<file path="src/rtl/fetch_pkg.sv">
// Shared state type and constants for the instruction fetch unit.
// Defining FETCH_FAULT_CHECK_EN adds the FAULT state used by fetch address checking.
package fetch_pkg;

    localparam logic [31:0] DEFAULT_RESET_PC  = 32'h0040_0000;
    localparam logic [31:0] DEFAULT_TEXT_BASE = 32'h0040_0000;
    localparam int unsigned PC_INCR           = 4;

    typedef enum logic [1:0] {
        IDLE  = 2'd0,
        FETCH = 2'd1,
`ifdef FETCH_FAULT_CHECK_EN
        HOLD  = 2'd2,
        FAULT = 2'd3
`else
        HOLD  = 2'd2
`endif
    } fetch_state_e;

endpackage

</file>
<file path="src/rtl/fetch_port_mux.sv">
// Single memory port arbitration: a pending data access always wins over the
// instruction fetch address.
module fetch_port_mux #(
    parameter int DATA_WIDTH = 32
) (
    input  logic                  dmem_req_i,
    input  logic                  dmem_we_i,
    input  logic [DATA_WIDTH-1:0] dmem_addr_i,
    input  logic [DATA_WIDTH-1:0] dmem_wdata_i,
    input  logic [DATA_WIDTH-1:0] fetch_addr_i,
    output logic [DATA_WIDTH-1:0] mem_addr_o,
    output logic                  mem_we_o,
    output logic [DATA_WIDTH-1:0] mem_wdata_o
);

    always_comb begin
        mem_addr_o  = fetch_addr_i;
        mem_we_o    = 1'b0;
        mem_wdata_o = '0;
        if (dmem_req_i) begin
            mem_addr_o  = dmem_addr_i;
            mem_we_o    = dmem_we_i;
            mem_wdata_o = dmem_wdata_i;
        end
    end

endmodule

</file>
<file path="src/rtl/instruction_fetch_unit.sv">
// Fetch stage: owns the PC, shares the memory port with data accesses and hands
// captured instructions downstream through a valid/ready IR. Optional macro: FETCH_FAULT_CHECK_EN.
module instruction_fetch_unit
    import fetch_pkg::*;
#(
    parameter int                    DATA_WIDTH = 32,
    parameter logic [DATA_WIDTH-1:0] RESET_PC   = DATA_WIDTH'(DEFAULT_RESET_PC),
    parameter logic [DATA_WIDTH-1:0] TEXT_BASE  = DATA_WIDTH'(DEFAULT_TEXT_BASE),
    parameter int                    TEXT_DEPTH = 64
) (
    input  logic                  clk,
    input  logic                  reset,
    output logic [DATA_WIDTH-1:0] mem_addr_o,
    output logic                  mem_we_o,
    output logic [DATA_WIDTH-1:0] mem_wdata_o,
    input  logic [DATA_WIDTH-1:0] mem_rdata_i,
    input  logic                  dmem_req_i,
    input  logic                  dmem_we_i,
    input  logic [DATA_WIDTH-1:0] dmem_addr_i,
    input  logic [DATA_WIDTH-1:0] dmem_wdata_i,
    input  logic                  redirect_i,
    input  logic [DATA_WIDTH-1:0] redirect_pc_i,
    output logic [DATA_WIDTH-1:0] ir_o,
    output logic [DATA_WIDTH-1:0] pc_o,
    output logic [DATA_WIDTH-1:0] pc_plus4_o,
    output logic                  ir_valid_o,
    input  logic                  ir_ready_i,
    output logic                  fault_o
);

    fetch_state_e          state_q;
    logic [DATA_WIDTH-1:0] pc_q;
    logic [DATA_WIDTH-1:0] ir_q;
    logic [DATA_WIDTH-1:0] pcOut_q;
    logic                  irValid_q;
    logic [DATA_WIDTH-1:0] pcIncr;

    assign pcIncr = pc_q + DATA_WIDTH'(PC_INCR);

`ifdef FETCH_FAULT_CHECK_EN
    localparam logic [DATA_WIDTH-1:0] TEXT_END = TEXT_BASE + DATA_WIDTH'(4 * TEXT_DEPTH);

    logic fault_q;
    logic fetchFault;

    assign fetchFault = (pc_q[1:0] != 2'b00) || (pc_q < TEXT_BASE) || (pc_q >= TEXT_END);
    assign fault_o    = fault_q;
`else
    assign fault_o = 1'b0;
`endif

    // Redirect outranks every state so a taken branch never lets a stale fetch through.
    always_ff @(posedge clk or negedge reset) begin
        if (!reset) begin
            state_q   <= IDLE;
            pc_q      <= RESET_PC;
            ir_q      <= '0;
            pcOut_q   <= RESET_PC;
            irValid_q <= 1'b0;
`ifdef FETCH_FAULT_CHECK_EN
            fault_q   <= 1'b0;
`endif
        end else if (redirect_i) begin
            pc_q      <= redirect_pc_i;
            irValid_q <= 1'b0;
            state_q   <= FETCH;
`ifdef FETCH_FAULT_CHECK_EN
            fault_q   <= 1'b0;
`endif
        end else begin
            case (state_q)
                IDLE: state_q <= FETCH;
                FETCH: begin
                    if (!dmem_req_i) begin
`ifdef FETCH_FAULT_CHECK_EN
                        if (fetchFault) begin
                            state_q <= FAULT;
                            fault_q <= 1'b1;
                        end else
`endif
                        begin
                            ir_q      <= mem_rdata_i;
                            pcOut_q   <= pc_q;
                            pc_q      <= pcIncr;
                            irValid_q <= 1'b1;
                            state_q   <= HOLD;
                        end
                    end
                end
                HOLD: begin
                    if (ir_ready_i) begin
                        irValid_q <= 1'b0;
                        state_q   <= FETCH;
                    end
                end
`ifdef FETCH_FAULT_CHECK_EN
                FAULT: state_q <= FAULT;
`endif
                default: state_q <= IDLE;
            endcase
        end
    end

    assign ir_o       = ir_q;
    assign pc_o       = pcOut_q;
    assign pc_plus4_o = pcOut_q + DATA_WIDTH'(PC_INCR);
    assign ir_valid_o = irValid_q;

    fetch_port_mux #(
        .DATA_WIDTH(DATA_WIDTH)
    ) u_port_mux (
        .dmem_req_i  (dmem_req_i),
        .dmem_we_i   (dmem_we_i),
        .dmem_addr_i (dmem_addr_i),
        .dmem_wdata_i(dmem_wdata_i),
        .fetch_addr_i(pc_q),
        .mem_addr_o  (mem_addr_o),
        .mem_we_o    (mem_we_o),
        .mem_wdata_o (mem_wdata_o)
    );

endmodule

</file>
<file path="config.mk">
export PLATFORM = sky130hd
export DESIGN_NAME = instruction_fetch_unit
export DESIGN_NICKNAME = d
export VERILOG_FILES = /design/src/rtl/fetch_pkg.sv /design/src/rtl/fetch_port_mux.sv /design/src/rtl/instruction_fetch_unit.sv
export SDC_FILE = /design/constraint.sdc
export NUM_CORES = 1
export LEC_CHECK = 0
export CORE_MARGIN = 8
export CORE_UTILIZATION = 30
export DETAILED_ROUTE_END_ITERATION = 10
export PLACE_DENSITY = 0.71
export SETUP_SLACK_MARGIN = 0.4
export SLEW_MARGIN = 5
export SYNTH_ARGS = -nofsm -noshare
export SYNTH_HDL_FRONTEND = slang
export SYNTH_HIERARCHICAL = 1
export SYNTH_SLANG_ARGS = --single-unit
</file>
<file path="constraint.sdc">
create_clock -name clk -period 2.84 [get_ports clk]
set_clock_uncertainty 0.2 [all_clocks]
set_input_delay 0.568 -clock clk [delete_from_list [all_inputs] [get_ports clk]]
set_output_delay 0.568 -clock clk [all_outputs]
set_load 0.01 [all_outputs]
</file>
==> results_dict.tcl, run 1 <==
set metrics [dict create \
    outcome "finished with violations" \
    violations "negative hold slack, negative setup slack" \
    startpoint_type "register" \
    synth-seq-cells 99 \
    place.port_buffers 295 \
    first_pass_iters 4 \
    vias 4956 \
    core_area_mm2 0.0185 \
    hold_violations 3 \
    hold-worst-slack_ns -0.0112 \
    nets 973 \
    reg2reg_to "pc_q[25]$_DFFE_PN0P_" \
    numClockSinks 99 \
    synth_area_leader_cell "dfrtp_1" \
    design_area_mm2 0.00951 \
    crit_end "pc_plus4_o[31]" \
    seq_area_frac_synth_pct 44.5 \
    switching_share_pct 31.3 \
    synth_cells 498 \
    drt_iter0_drc 226 \
    worst_ep_required_time_ns 2.07 \
    drive_gt1_share_pct 27.9 \
    power_density_mw_per_mm2 556 \
    io_pins 297 \
    pwr-share-clk_pct 23.8 \
    p_int_mw 3.63 \
    wl_um 19700 \
    cts_tree "built" \
    comb_power_share_pct 39.4 \
    cpPeakStageDelay_ns 0.37 \
    setup_violations 11 \
    path_max_fanout 4 \
    crit_chain "buf_4 > buf_6 > nand2_4 > nor4_4 > and3b_1 > buf_6 > buf_12 > nand3_4 > xnor2_2 > buf_2" \
    dieWidth_um 152 \
    antenna_found_initial 2 \
    hp-class "input port to async pin" \
    r2r_setup_slack_ns 0.63 \
    synth.avg_cell_area_um2 11.2 \
    total_power_mw 5.29 \
    clk_pin_slew_worst_paths_ns 0.08 \
    synth_enable_flop_cells 0 \
    drv_slew 0 \
    clk_path_buf_depth 2 \
    hpwl_um 15100 \
    path_common_cell "buf_6" \
    async_reset_ff_share_pct 100 \
    synth_area_leaders "dfrtp_1 44%, mux2_2 16%, mux2_4 4.6%" \
    dieHeight_um 152 \
    netlist.area_leader.share_pct 43.5 \
    p_seq_share_pct 36.8 \
    track_usage_pct 16.7 \
    p_leak_nw 4.18 \
    min_period_over_period_pct 103 \
    syn-num-nets 634 \
    arrival_ns 2.17 \
    placementRows 50 \
    grt_pass1_vias 5153 \
    grt_max_degree 49 \
    r2r_start "state_q[1]$_DFFE_PN0P_" \
    tightest_slew_ns 0.557 \
    dieArea_mm2 0.0232 \
    final_common_cell "clkdlybuf4s50_1" \
    post_dp_cell_area_mm2 0.00899 \
    grt_pass1_wl_um 30700 \
    reg2reg_depth 5 \
    clock_latency_ns 0.36 \
    cts_hold_buffers 0 \
    cp_slowest_cell "dfrtp_1" \
    ir_worst_vdd_mv 0.366 \
    end_kind "output port" \
    num_antenna_cells 0 \
    synth_flop_cell "dfrtp_1" \
    setup_ws_ns -0.0978 \
    finalCriticalPeriod_ns 2.94 \
    htreeDepth 3 \
    relSlewSlack_pct 62.8 \
    start_util_pct 30.2 \
    rsz0062_at_grt "yes" \
    yosys_warnings 6 \
    grt_overflow 0 \
    cts_root_buffer "clkbuf_16" \
    syn_to_final_growth_pct 70.5 \
    fmax_mhz 340 \
    drv_cap 0 \
    yosysUniqueCellTypes 46 \
    gp_congestion 0.777 \
    drt-vias-per-instance 4.61 \
    syn_area_mm2 0.00558 \
    routedWlPerCell_um 18.3 \
    cts_buffers 9 \
    layout_common_cells "199 x clkdlybuf4s50_1, 97 x dfrtp_1, 80 x mux2_2" \
    critical_path_class "register to output port" \
    crit_path_start "pc_o[2]$_DFFE_PN0P_" \
    p_sw_mw 1.65 \
    drc 0 \
    antenna_left 0 \
]
[cells in the mapped netlist, types with 4 or more instances]
| master | count |
|---|---|
| dfrtp_1 | 97 |
| mux2_2 | 80 |
| nand2_1 | 54 |
| and2_1 | 34 |
| xor2_1 | 27 |
| xnor2_1 | 26 |
| nand3_1 | 19 |
| mux2_4 | 17 |
| nand4_1 | 17 |
| o21ai_1 | 16 |
| o21ai_0 | 15 |
| nor2_1 | 11 |
| buf_2 | 9 |
| buf_6 | 8 |
| and3_1 | 7 |
| inv_1 | 7 |
| clkbuf_1 | 6 |
| a21oi_1 | 4 |
[critical path, delay by kind of cell (launching register included)]
kind	cells	cell delay [ns]
flip-flops	1	0.37
AND/OR/NAND/NOR	4	0.70
XOR/XNOR	1	0.15
buffers and inverters	5	0.60
[metrics by stage]
stage	std cells	hold slack [ns]	util, %	setup TNS (ns)	setup slack (ns)
global placement	1038	0.288	48.7	-0.0802	-0.0641
finish	1076	-0.0112	51.5	-0.445	-0.0978
CTS	1067	0.00816	50.7	-0.514	-0.123
global route	1076	0.0346	51.5	-2.10	-0.204
detailed placement	1038	0.295	48.7	-0.362	-0.106
floorplan	498	0.0724	-	0	0.412
[cells by family (layout without fill, tap and decap cells)]
family | after synthesis | count (layout) | synth area share [%]
compound gates | 40 | 40 | 3.95
other cells | 1 | 1 | 0.0672
buf+inv | 34 | 378 | 3.77
simple gates | 171 | 171 | 18.1
mux | 98 | 98 | 20.9
flops | 99 | 99 | 44.5
xor+xnor | 53 | 53 | 8.32
fa+ha+maj | 2 | 2 | 0.449
[cell type report]
cell class | instances | area [um2]
multi-input combinational | 365 | 3020
fill | 1651 | 8940
timing repair buffer | 355 | 3390
clock inverter | 6 | 68.8
inverter | 7 | 26.3
sequential | 99 | 2480
tap | 234 | 293
clock buffer | 10 | 229
[what timing repair did]
action                                  CTS  global route
gates cloned                              4             0
gates resized for setup                 187            21
buffers inserted                          9             9
endpoints found under the setup margin   93            25
pin swaps                                11            11
[metal layers]
metal	global-route usage (%)	up-vias	wire [um]
li1	-	2400	-
met1	19.5	2402	8190
met2	28.5	139	9930
met3	6.66	11	1460
met4	3.14	4	133
met5	0	-	27
[state kept, by name (all words and copies together) (netlist names)]
| signal | flops |
|---|---|
| ir_o | 32 |
| pc_o | 32 |
| pc_q | 32 |
| state_q | 2 |
| ir_valid_o | 1 |
[how the worst min path moves through the flow]
stage	from	to	slack, ns	cells past startpoint
finish	reset	pc_o[9]$_DFFE_PN0P_	-0.01	1
global route	reset	pc_o[9]$_DFFE_PN0P_	0.03	1
CTS	reset	pc_o[9]$_DFFE_PN0P_	0.008	1
detailed placement	ir_o[27]$_DFFE_PN0P_	ir_o[27]$_DFFE_PN0P_	0.30	1
global placement	ir_o[28]$_DFFE_PN0P_	ir_o[28]$_DFFE_PN0P_	0.29	1
floorplan	reset	ir_o[0]$_DFFE_PN0P_	0.07	0
[power by group through the flow]
stage          combinational [mW]  clock [mW]  sequential (mW)
4_1_cts                      2.08        1.30             1.94
6_report                     2.08        1.26             1.95
5_1_grt                      2.23        1.35             1.99
3_3_place_gp                 2.17           0             1.95
2_1_floorplan               0.701           0             2.07
3_5_place_dp                 2.18           0             1.96
Note: power is estimated with default switching activity, not from simulation.
==> run 2: changes to the inputs <==
--- a/config.mk
+++ b/config.mk
@@ -9,7 +9,9 @@
 export CORE_UTILIZATION = 30
 export DETAILED_ROUTE_END_ITERATION = 10
 export PLACE_DENSITY = 0.71
+export RECOVER_POWER = 100
 export SETUP_SLACK_MARGIN = 0.4
+export SKIP_CTS_REPAIR_TIMING = 1
 export SLEW_MARGIN = 5
 export SYNTH_ARGS = -nofsm -noshare
 export SYNTH_HDL_FRONTEND = slang
==> run 2 against run 1 <==
The flow finishes with violations (negative setup slack). Critical endpoint is now pc_plus4_o[28]. Combinational power decreased by 4%. Register-to-register slack got worse by 0.50 ns. Cell count decreased by 0.74%. Wire length about the same. Sequential power about the same. Die area unchanged. Via count increased by 0.10%. Total power decreased by 2.3%. Critical path type unchanged. Core utilization decreased by 0.94 points. Clock power about the same.
==> results_dict.tcl, run 2 (synthesized netlist as in run 1, its figures left out) <==
set metrics [dict create \
    core_area_mm2 0.0185 \
    cts_tree "built" \
    io_pins 297 \
    dp_cells 1038 \
    final_common_cell "clkdlybuf4s50_1" \
    post_dp_cell_area_mm2 0.00899 \
    cts_buffers 9 \
    fmax_mhz 342 \
    nets 965 \
    htreeDepth 3 \
    drv_cap 0 \
    antenna_found_initial 2 \
    clk_pin_slew_worst_paths_ns 0.07 \
    min_period_over_period_pct 103 \
    drv_slew 0 \
    wl_met3_um 1560 \
    fin_cells 1068 \
    hp-class "input port to async pin" \
    grt_overflow 0 \
    antenna_left 0 \
    topRoutingLayerUsed "met5" \
    post-route-util_pct 50.6 \
    hold-worst-slack_ns 0.180 \
    rsz0062_at_grt "yes" \
    drt-vias-per-instance 4.65 \
    layout_common_cells "143 x clkdlybuf4s50_1, 97 x dfrtp_1, 79 x mux2_2" \
    grt_max_degree 49 \
    drc 0 \
    relSlewSlack_pct 26.1 \
    wl_met1_um 8140 \
    wl_um 19700 \
    violations "negative setup slack" \
    arrival_ns 2.16 \
    ir_worst_vdd_mv 0.359 \
    grt_pass1_vias 5072 \
    setup_violations 6 \
    hold_violations 0 \
    start_util_pct 30.2 \
    setup_ws_ns -0.0843 \
    cts_root_buffer "clkbuf_16" \
    place.port_buffers 295 \
    syn_to_final_growth_pct 67.4 \
    end_kind "output port" \
    path_max_fanout 5 \
    critical_path_class "register to output port" \
    wl_met2_um 9820 \
    dieWidth_um 152 \
    grt_pass1_wl_um 29900 \
    design_area_mm2 0.00934 \
    tightest_slew_ns 1.10 \
    routedWlPerCell_um 18.5 \
    startpoint_type "register" \
    p_leak_nw 4.11 \
    finalCriticalPeriod_ns 2.92 \
    drt_iter0_drc 212 \
    placementRows 50 \
    power_density_mw_per_mm2 553 \
    dieHeight_um 152 \
    vias 4961 \
    outcome "finished with violations" \
    hpwl_um 15100 \
    clk_path_buf_depth 2 \
    num_antenna_cells 0 \
    r2r_setup_slack_ns 0.13 \
    numClockSinks 99 \
    clock_latency_ns 0.35 \
    drive_gt1_share_pct 24.8 \
    track_usage_pct 16.2 \
    dieArea_mm2 0.0232 \
    worst_ep_required_time_ns 2.07 \
    total_power_mw 5.16 \
    gp_congestion 0.777 \
    first_pass_iters 4 \
]
run 2: layout make-up:
type | instances | area (um2)
inverters | 7 | 26.3
fillers | 1677 | 9120
clock buffers | 10 | 229
well taps | 234 | 293
repair buffers | 347 | 3300
multi-input cells | 365 | 2940
flip-flops and latches | 99 | 2480
clock inverters | 6 | 68.8
run 2: worst paths after layout:
check	start	to	depth (start not counted)
min in group clk	ir_o[16]$_DFFE_PN0P_	ir_o[16]$_DFFE_PN0P_	1
max in group asynchronous	reset	ir_o[4]$_DFFE_PN0P_	2
hold reg to reg	ir_o[16]$_DFFE_PN0P_	ir_o[16]$_DFFE_PN0P_	1
hold / removal	reset	pc_o[11]$_DFFE_PN0P_	1
setup / recovery	pc_o[2]$_DFFE_PN0P_	pc_plus4_o[28]	9
setup reg to reg	state_q[1]$_DFFE_PN0P_	pc_q[15]$_DFFE_PN0P_	5
run 2: worst max-delay path: stages (launching register included):
cell,delay [ns]
dfrtp_1,0.36
ha_2,0.18
nand4_1,0.19
nor3_4,0.23
buf_4,0.13
and3b_1,0.16
buf_6,0.13
nand3_2,0.08
xnor2_1,0.18
buf_2,0.16
run 2: through the flow:
stage	setup TNS [ns]	worst slack, ns
2_1_floorplan	0	0.412
3_3_place_gp	-0.0802	-0.0641
3_5_place_dp	-0.362	-0.106
4_1_cts	-7.13	-0.490
5_1_grt	-2.15	-0.248
6_report	-0.268	-0.0843
run 2: power by group:
part	switching, mW	internal [mW]
clock	0.552	0.692
combinational	0.823	1.17
sequential	0.243	1.69
run 2: per-layer routing:
layer / GRT usage [%] / up-vias
met4: 3.28 / 4
met1: 18.8 / 2403
met5: 0 / -
met3: 6.75 / 17
met2: 27.5 / 155
li1: - / 2382
==> RTL edit 1, RTL diff (flow settings as in run 2) <==
`DATA_WIDTH` is set to 32 in 2 places; all go to 64.
--- a/src/rtl/fetch_port_mux.sv
+++ b/src/rtl/fetch_port_mux.sv
@@ -1,7 +1,7 @@
 // Single memory port arbitration: a pending data access always wins over the
 // instruction fetch address.
 module fetch_port_mux #(
-    parameter int DATA_WIDTH = 32
+    parameter int DATA_WIDTH = 64
 ) (
     input  logic                  dmem_req_i,
     input  logic                  dmem_we_i,
--- a/src/rtl/instruction_fetch_unit.sv
+++ b/src/rtl/instruction_fetch_unit.sv
@@ -3,7 +3,7 @@
 module instruction_fetch_unit
     import fetch_pkg::*;
 #(
-    parameter int                    DATA_WIDTH = 32,
+    parameter int                    DATA_WIDTH = 64,
     parameter logic [DATA_WIDTH-1:0] RESET_PC   = DATA_WIDTH'(DEFAULT_RESET_PC),
     parameter logic [DATA_WIDTH-1:0] TEXT_BASE  = DATA_WIDTH'(DEFAULT_TEXT_BASE),
     parameter int                    TEXT_DEPTH = 64
Interface: changed (9 resized); port bits go from 297 to 585. The function was not compared with the original's and may differ.
==> RTL edit 1 against run 2 <==
Worst hold slack gained 0.12 ns. Total power grew 110%. Area after synthesis grew 100%. Worst setup slack lost 0.41 ns. Via count grew 140%. The flow finishes with violations (max-capacitance violations, max-slew violations, negative setup slack). Routed wire length grew to 2.8 times the old value. Critical path type unchanged. Count of clock-buffer cells in the layout grew 9. Sequential power grew 93%. Final area grew 120%. Register-to-register slack lost 0.31 ns. Non-clock buffer count grew 460. Sequential cell count grew 96.
==> RTL edit 1: results (changes against run 2) <==
- The CTS buffer count was 17 (was 9).
- The worst-case vdd ir drop is 0.503 mV (was 0.359 mV).
- The kind of path behind the tightest hold check is reg2reg (was in2async).
- The routed length per placed instance was 23.6 um (was 18.5 um).
- The violation count after the first detailed-routing iteration is 668 (was 212).
- Synth top cells by count: dfrtp_1, mux2_2, nand2_1 (unchanged).
- Largest cells by area after synthesis: dfrtp_1, mux2_2, mux2_4, xnor2_1, and2_1 (was dfrtp_1, mux2_2, mux2_4, xor2_1, xnor2_1).
- The total nets after synthesis is 1,334 (was 634).
- The setup violation total in the final timing report is 75 (was 6).
- The number of library cell types mapped by synthesis is 43 (was 46).
- The internal power consumption is 7.13 mW (was 3.55 mW).
- The clock insertion delay at the later pin of the skew report is 0.46 ns (was 0.35 ns).
- Violations in the final reports: max-capacitance violations, max-slew violations, negative setup slack (was negative setup slack).
- The total negative setup slack is -15.39 ns (was -0.268 ns).
- The ratio of cells with drive above 1 in the final layout is 0.334 (was 0.248).
- The via count normalized by instance count is 5.06 (was 4.65).
- The multiplexer share of the synthesized area was 0.203 (was 0.209).
- The normalized max-slew margin was -0.276 (was 0.261).
- Outcome: finished, violations left (unchanged).
- The port buffer count is 583 (was 295).
- The placer congestion estimate is 0.937 (was 0.777).
- The all-layer global routing usage is 0.223 (was 0.162).
- The initial antenna violation count came to 3 (was 2).
- The total detailed-routing wirelength came to 54.9 mm (was 19.7 mm).
- The global-route wire length before repair came to 74.6 mm (was 29.9 mm).
- The number of placed instances with taps included was 2,229 (was 1,038).
- The library cell contributing the largest single delay on the critical path was or4_4 (was dfrtp_1).
- The global-route track usage on met1 came to 0.255 (was 0.188).
- The pin count of the biggest net entering global routing was 71 (was 49).
- The max-capacitance violation count came to 1 (was 0).
- The per-instance average area after synthesis was 10.4 sq um (was 11.2 sq um).
- The iteration count of the initial detailed-routing pass is 5 (was 4).
- The data arrival time of the worst path is 2.57 ns (was 2.16 ns).
- The met2 usage is 0.397 (was 0.275).
- The minimum setup slack in the final design is -0.493 ns (was -0.0843 ns).
- The largest fanout on the critical path was 2 (was 5).
- The met3 demand-to-capacity share in global routing is 0.0596 (was 0.0675).
- The total count of max-transition violations in the final report is 70 (was 0).
- The compound-cell area share of the yosys netlist came to 0.0496 (was 0.0395).
- The final net count is 2,102 (was 965).
- The sequential fraction of the synthesis area is 0.437 (was 0.445).
- The adder-cell share of the synthesized area was 0.00224 (was 0.00449).
==> RTL edit 1: through the flow <==
stage / hold WS, ns / setup slack, ns / power [mW] / util
after floorplan: 0.0724 / -0.268 / 5.48 / -
after global placement: 0.289 / -0.394 / 8.61 / 0.521
after detailed placement: 0.295 / -0.425 / 8.68 / 0.521
after CTS: -0.0669 / -0.930 / 11.3 / 0.538
after global routing: 0.316 / -0.640 / 11.4 / 0.556
final: 0.302 / -0.493 / 10.9 / 0.556
==> RTL edit 1: power by group through the flow <==
stage | combinational [mW] | clock, mW | sequential (mW)
3_5_place_dp | 4.92 | 0 | 3.76
3_3_place_gp | 4.88 | 0 | 3.73
2_1_floorplan | 1.38 | 0 | 4.10
6_report | 4.58 | 2.58 | 3.73
5_1_grt | 4.86 | 2.72 | 3.79
4_1_cts | 4.95 | 2.63 | 3.72
==> RTL edit 1: worst paths after layout <==
path | cells after the start | slack, ns | endpoint
setup / recovery | 7 | -0.49 | pc_plus4_o[52]
hold / removal | 1 | 0.30 | ir_o[50]
setup reg to reg | 8 | -0.18 | pc_q[62]
hold reg to reg | 1 | 0.30 | ir_o[50]
max in group asynchronous | 2 | 0.18 | pc_o[36]
min in group asynchronous | 2 | 0.99 | pc_q[19]
==> RTL edit 1: routing by layer <==
metal  vias up  wire length (um)
li1       5359                 -
met1      5789             21000
met2       528             28600
met3        69              3920
met4         0              1370
met5         -                 0
==> RTL edit 1: cell type report <==
class	instances	share of cell area
sequential	195	0.240
tap	468	0.0287
clock inverter	13	0.00829
timing repair buffer	807	0.363
multi-input combinational	800	0.335
inverter	17	0.00313
clock buffer	19	0.0217
antenna	3	0.000368
==> RTL edit 2, RTL diff (flow settings as in run 2) <==
Made on the original files. Reset style: synchronous (`reset`), changed in one clocked block.
--- a/src/rtl/instruction_fetch_unit.sv
+++ b/src/rtl/instruction_fetch_unit.sv
@@ -50,7 +50,7 @@
 `endif
 
     // Redirect outranks every state so a taken branch never lets a stale fetch through.
-    always_ff @(posedge clk or negedge reset) begin
+    always_ff @(posedge clk) begin
         if (!reset) begin
             state_q   <= IDLE;
             pc_q      <= RESET_PC;
Formal check against the unedited RTL: differs if reset is asserted again (counterexample within 4 cycles, from zero or initial values and one cycle with reset low); with reset held inactive, the same outputs for 4 cycles.
==> RTL edit 2 against run 2 <==
Sequential cell count unchanged. Routed wire length increased by 14%. Area after synthesis shrank 0.22%. Non-clock buffer count is 8 higher. Final area rose by 0.28%. Global-route usage is 1.8 points higher. Sequential share of layout area shrank 5.2 points. Worst setup slack gained 0.31 ns. Critical path depth down 3. Die area fell by 0.20%. Critical path type unchanged. Highest routed layer is now met4.
Power is not compared: it rests on default switching activity, and its combinational part moved more than twofold at a synthesized area within 25%.
==> RTL edit 2: results (changes against run 2) <==
- Outcome: complete, no violations (was finished, violations left).
- The total nets after synthesis came to 812 (was 634).
- The kind of path behind the tightest hold check was reg2reg (was in2async).
- The number of fillers in the final layout came to 1,801 (was 1,677).
- The ratio of cells with drive above 1 in the final layout is 0.144 (was 0.248).
- The worst hold-check slack was 0.258 ns (was 0.180 ns).
- The fraction of registers with async set/reset is 0 (was 1.00).
- The global-route wire length before repair was 33.8 mm (was 29.9 mm).
- The data arrival time of the worst path is 1.85 ns (was 2.16 ns).
- The number of library cell types mapped by synthesis was 54 (was 46).
- The destination of the worst register-to-register timing path is pc_q[18] (was pc_q[15]).
- The CTS buffer count is 9 (unchanged).
- The final net count came to 1,126 (was 965).
- The iteration count of the initial detailed-routing pass is 5 (was 4).
- The HPWL after detailed placement is 16.7 mm (was 15.1 mm).
- Synth top cells by count: nand2_1, dfxtp_1, a21boi_0 (was dfrtp_1, mux2_2, nand2_1).
- The minimum setup slack among reg-to-reg paths is 0.33 ns (was 0.13 ns).
- The all-layer global routing usage is 0.180 (was 0.162).
- The startpoint of the worst-slack reg-to-reg timing path is pc_q[6] (was state_q[1]).
- The total count of max-transition violations in the final report is 0 (unchanged).
- The total detailed-routing wirelength is 22.4 mm (was 19.7 mm).
- The pin count of the biggest net entering global routing was 65 (was 49).
- The sequential fraction of the synthesis area came to 0.356 (was 0.445).
- The number of global-route vias before repair is 5,964 (was 5,072).
- The via count normalized by instance count came to 4.96 (was 4.65).
- The leading register cell type out of synthesis is dfxtp_1 (was dfrtp_1).
- The placer congestion estimate is 0.805 (was 0.777).
- The worst-case setup slack after placement is 0.0535 ns (was -0.106 ns).
- The largest fanout on the critical path is 8 (was 5).
- The violation count after the first detailed-routing iteration is 268 (was 212).
- Largest cells by area after synthesis: dfxtp_1, nand2_1, a21boi_0, mux2_4, xnor2_1 (was dfrtp_1, mux2_2, mux2_4, xor2_1, xnor2_1).
- The library cell contributing the largest single delay on the critical path is dfxtp_2 (was dfrtp_1).
- The actual slew at the worst max-slew pin is 0.789 ns (was 1.10 ns).
==> RTL edit 2: how the worst max path moves through the flow <==
stage               slack (ns)        endpoint  depth (start not counted)      from
global placement          0.13  pc_plus4_o[14]                          6   pc_o[3]
CTS                      -0.34  pc_plus4_o[26]                          6   pc_o[3]
finish                    0.22  pc_plus4_o[26]                          6  pc_o[11]
detailed placement        0.05  pc_plus4_o[26]                          6   pc_o[3]
global route              0.09  pc_plus4_o[26]                          6  pc_o[11]
floorplan                 0.43  pc_plus4_o[26]                          4  pc_o[16]
==> RTL edit 2: cell type report <==
cell class                      instances  area, sq um  share of cell area
Timing Repair Buffer                  355         3290               0.351
Clock inverter                          6          136              0.0146
Multi-Input combinational cell        520         3400               0.363
Sequential cell                        99         2000               0.214
Inverter                                5         18.8             0.00200
Clock buffer                            9          225              0.0241
Tap cell                              234          293              0.0313
==> RTL edit 2: worst reg2reg max path: stages (launching register included) <==
cell and delay (ns):
dfxtp_1 0.43, nand4_1 0.35, or4_1 0.68, clkbuf_1 0.23
or3_1 0.38, a31oi_1 0.17
==> RTL edit 2: cell families after synthesis <==
kind of cell,count (synthesis),share of synthesized area
other,1,0.000674
buffers and inverters,57,0.0468
AOI/OAI and AO/OA,133,0.166
adders and majority gates,2,0.00450
xor gates and xnor gates,39,0.0614
muxes,35,0.0816
and+or+nand+nor,310,0.283
DFF,99,0.356
==> RTL edit 2: power groups by stage <==
stage,Combinational [mW],Sequential (mW),Clock (mW)
5_1_grt,0.804,1.52,1.58
6_report,0.748,1.51,1.49
3_5_place_dp,0.782,1.55,0
3_3_place_gp,0.778,1.55,0
4_1_cts,0.788,1.52,1.53
2_1_floorplan,0.302,1.54,0
==> RTL edit 2: through the flow <==
stage / setup TNS [ns] / std cells / power [mW]
CTS: -4.82 / 1220 / 3.83
floorplan: 0 / 676 / 1.85
global route: 0 / 1228 / 3.91
detailed placement: 0 / 1205 / 2.33
finish: 0 / 1228 / 3.75
global placement: 0 / 1205 / 2.33
==> RTL edit 2: layer usage <==
metal / up-vias / wire length, um / GRT usage
met4: 0 / 275 / 0.0309
met2: 200 / 11300 / 0.318
li1: 2994 / - / -
met1: 2884 / 9420 / 0.211
met3: 18 / 1490 / 0.0590
met5: - / 0 / 0
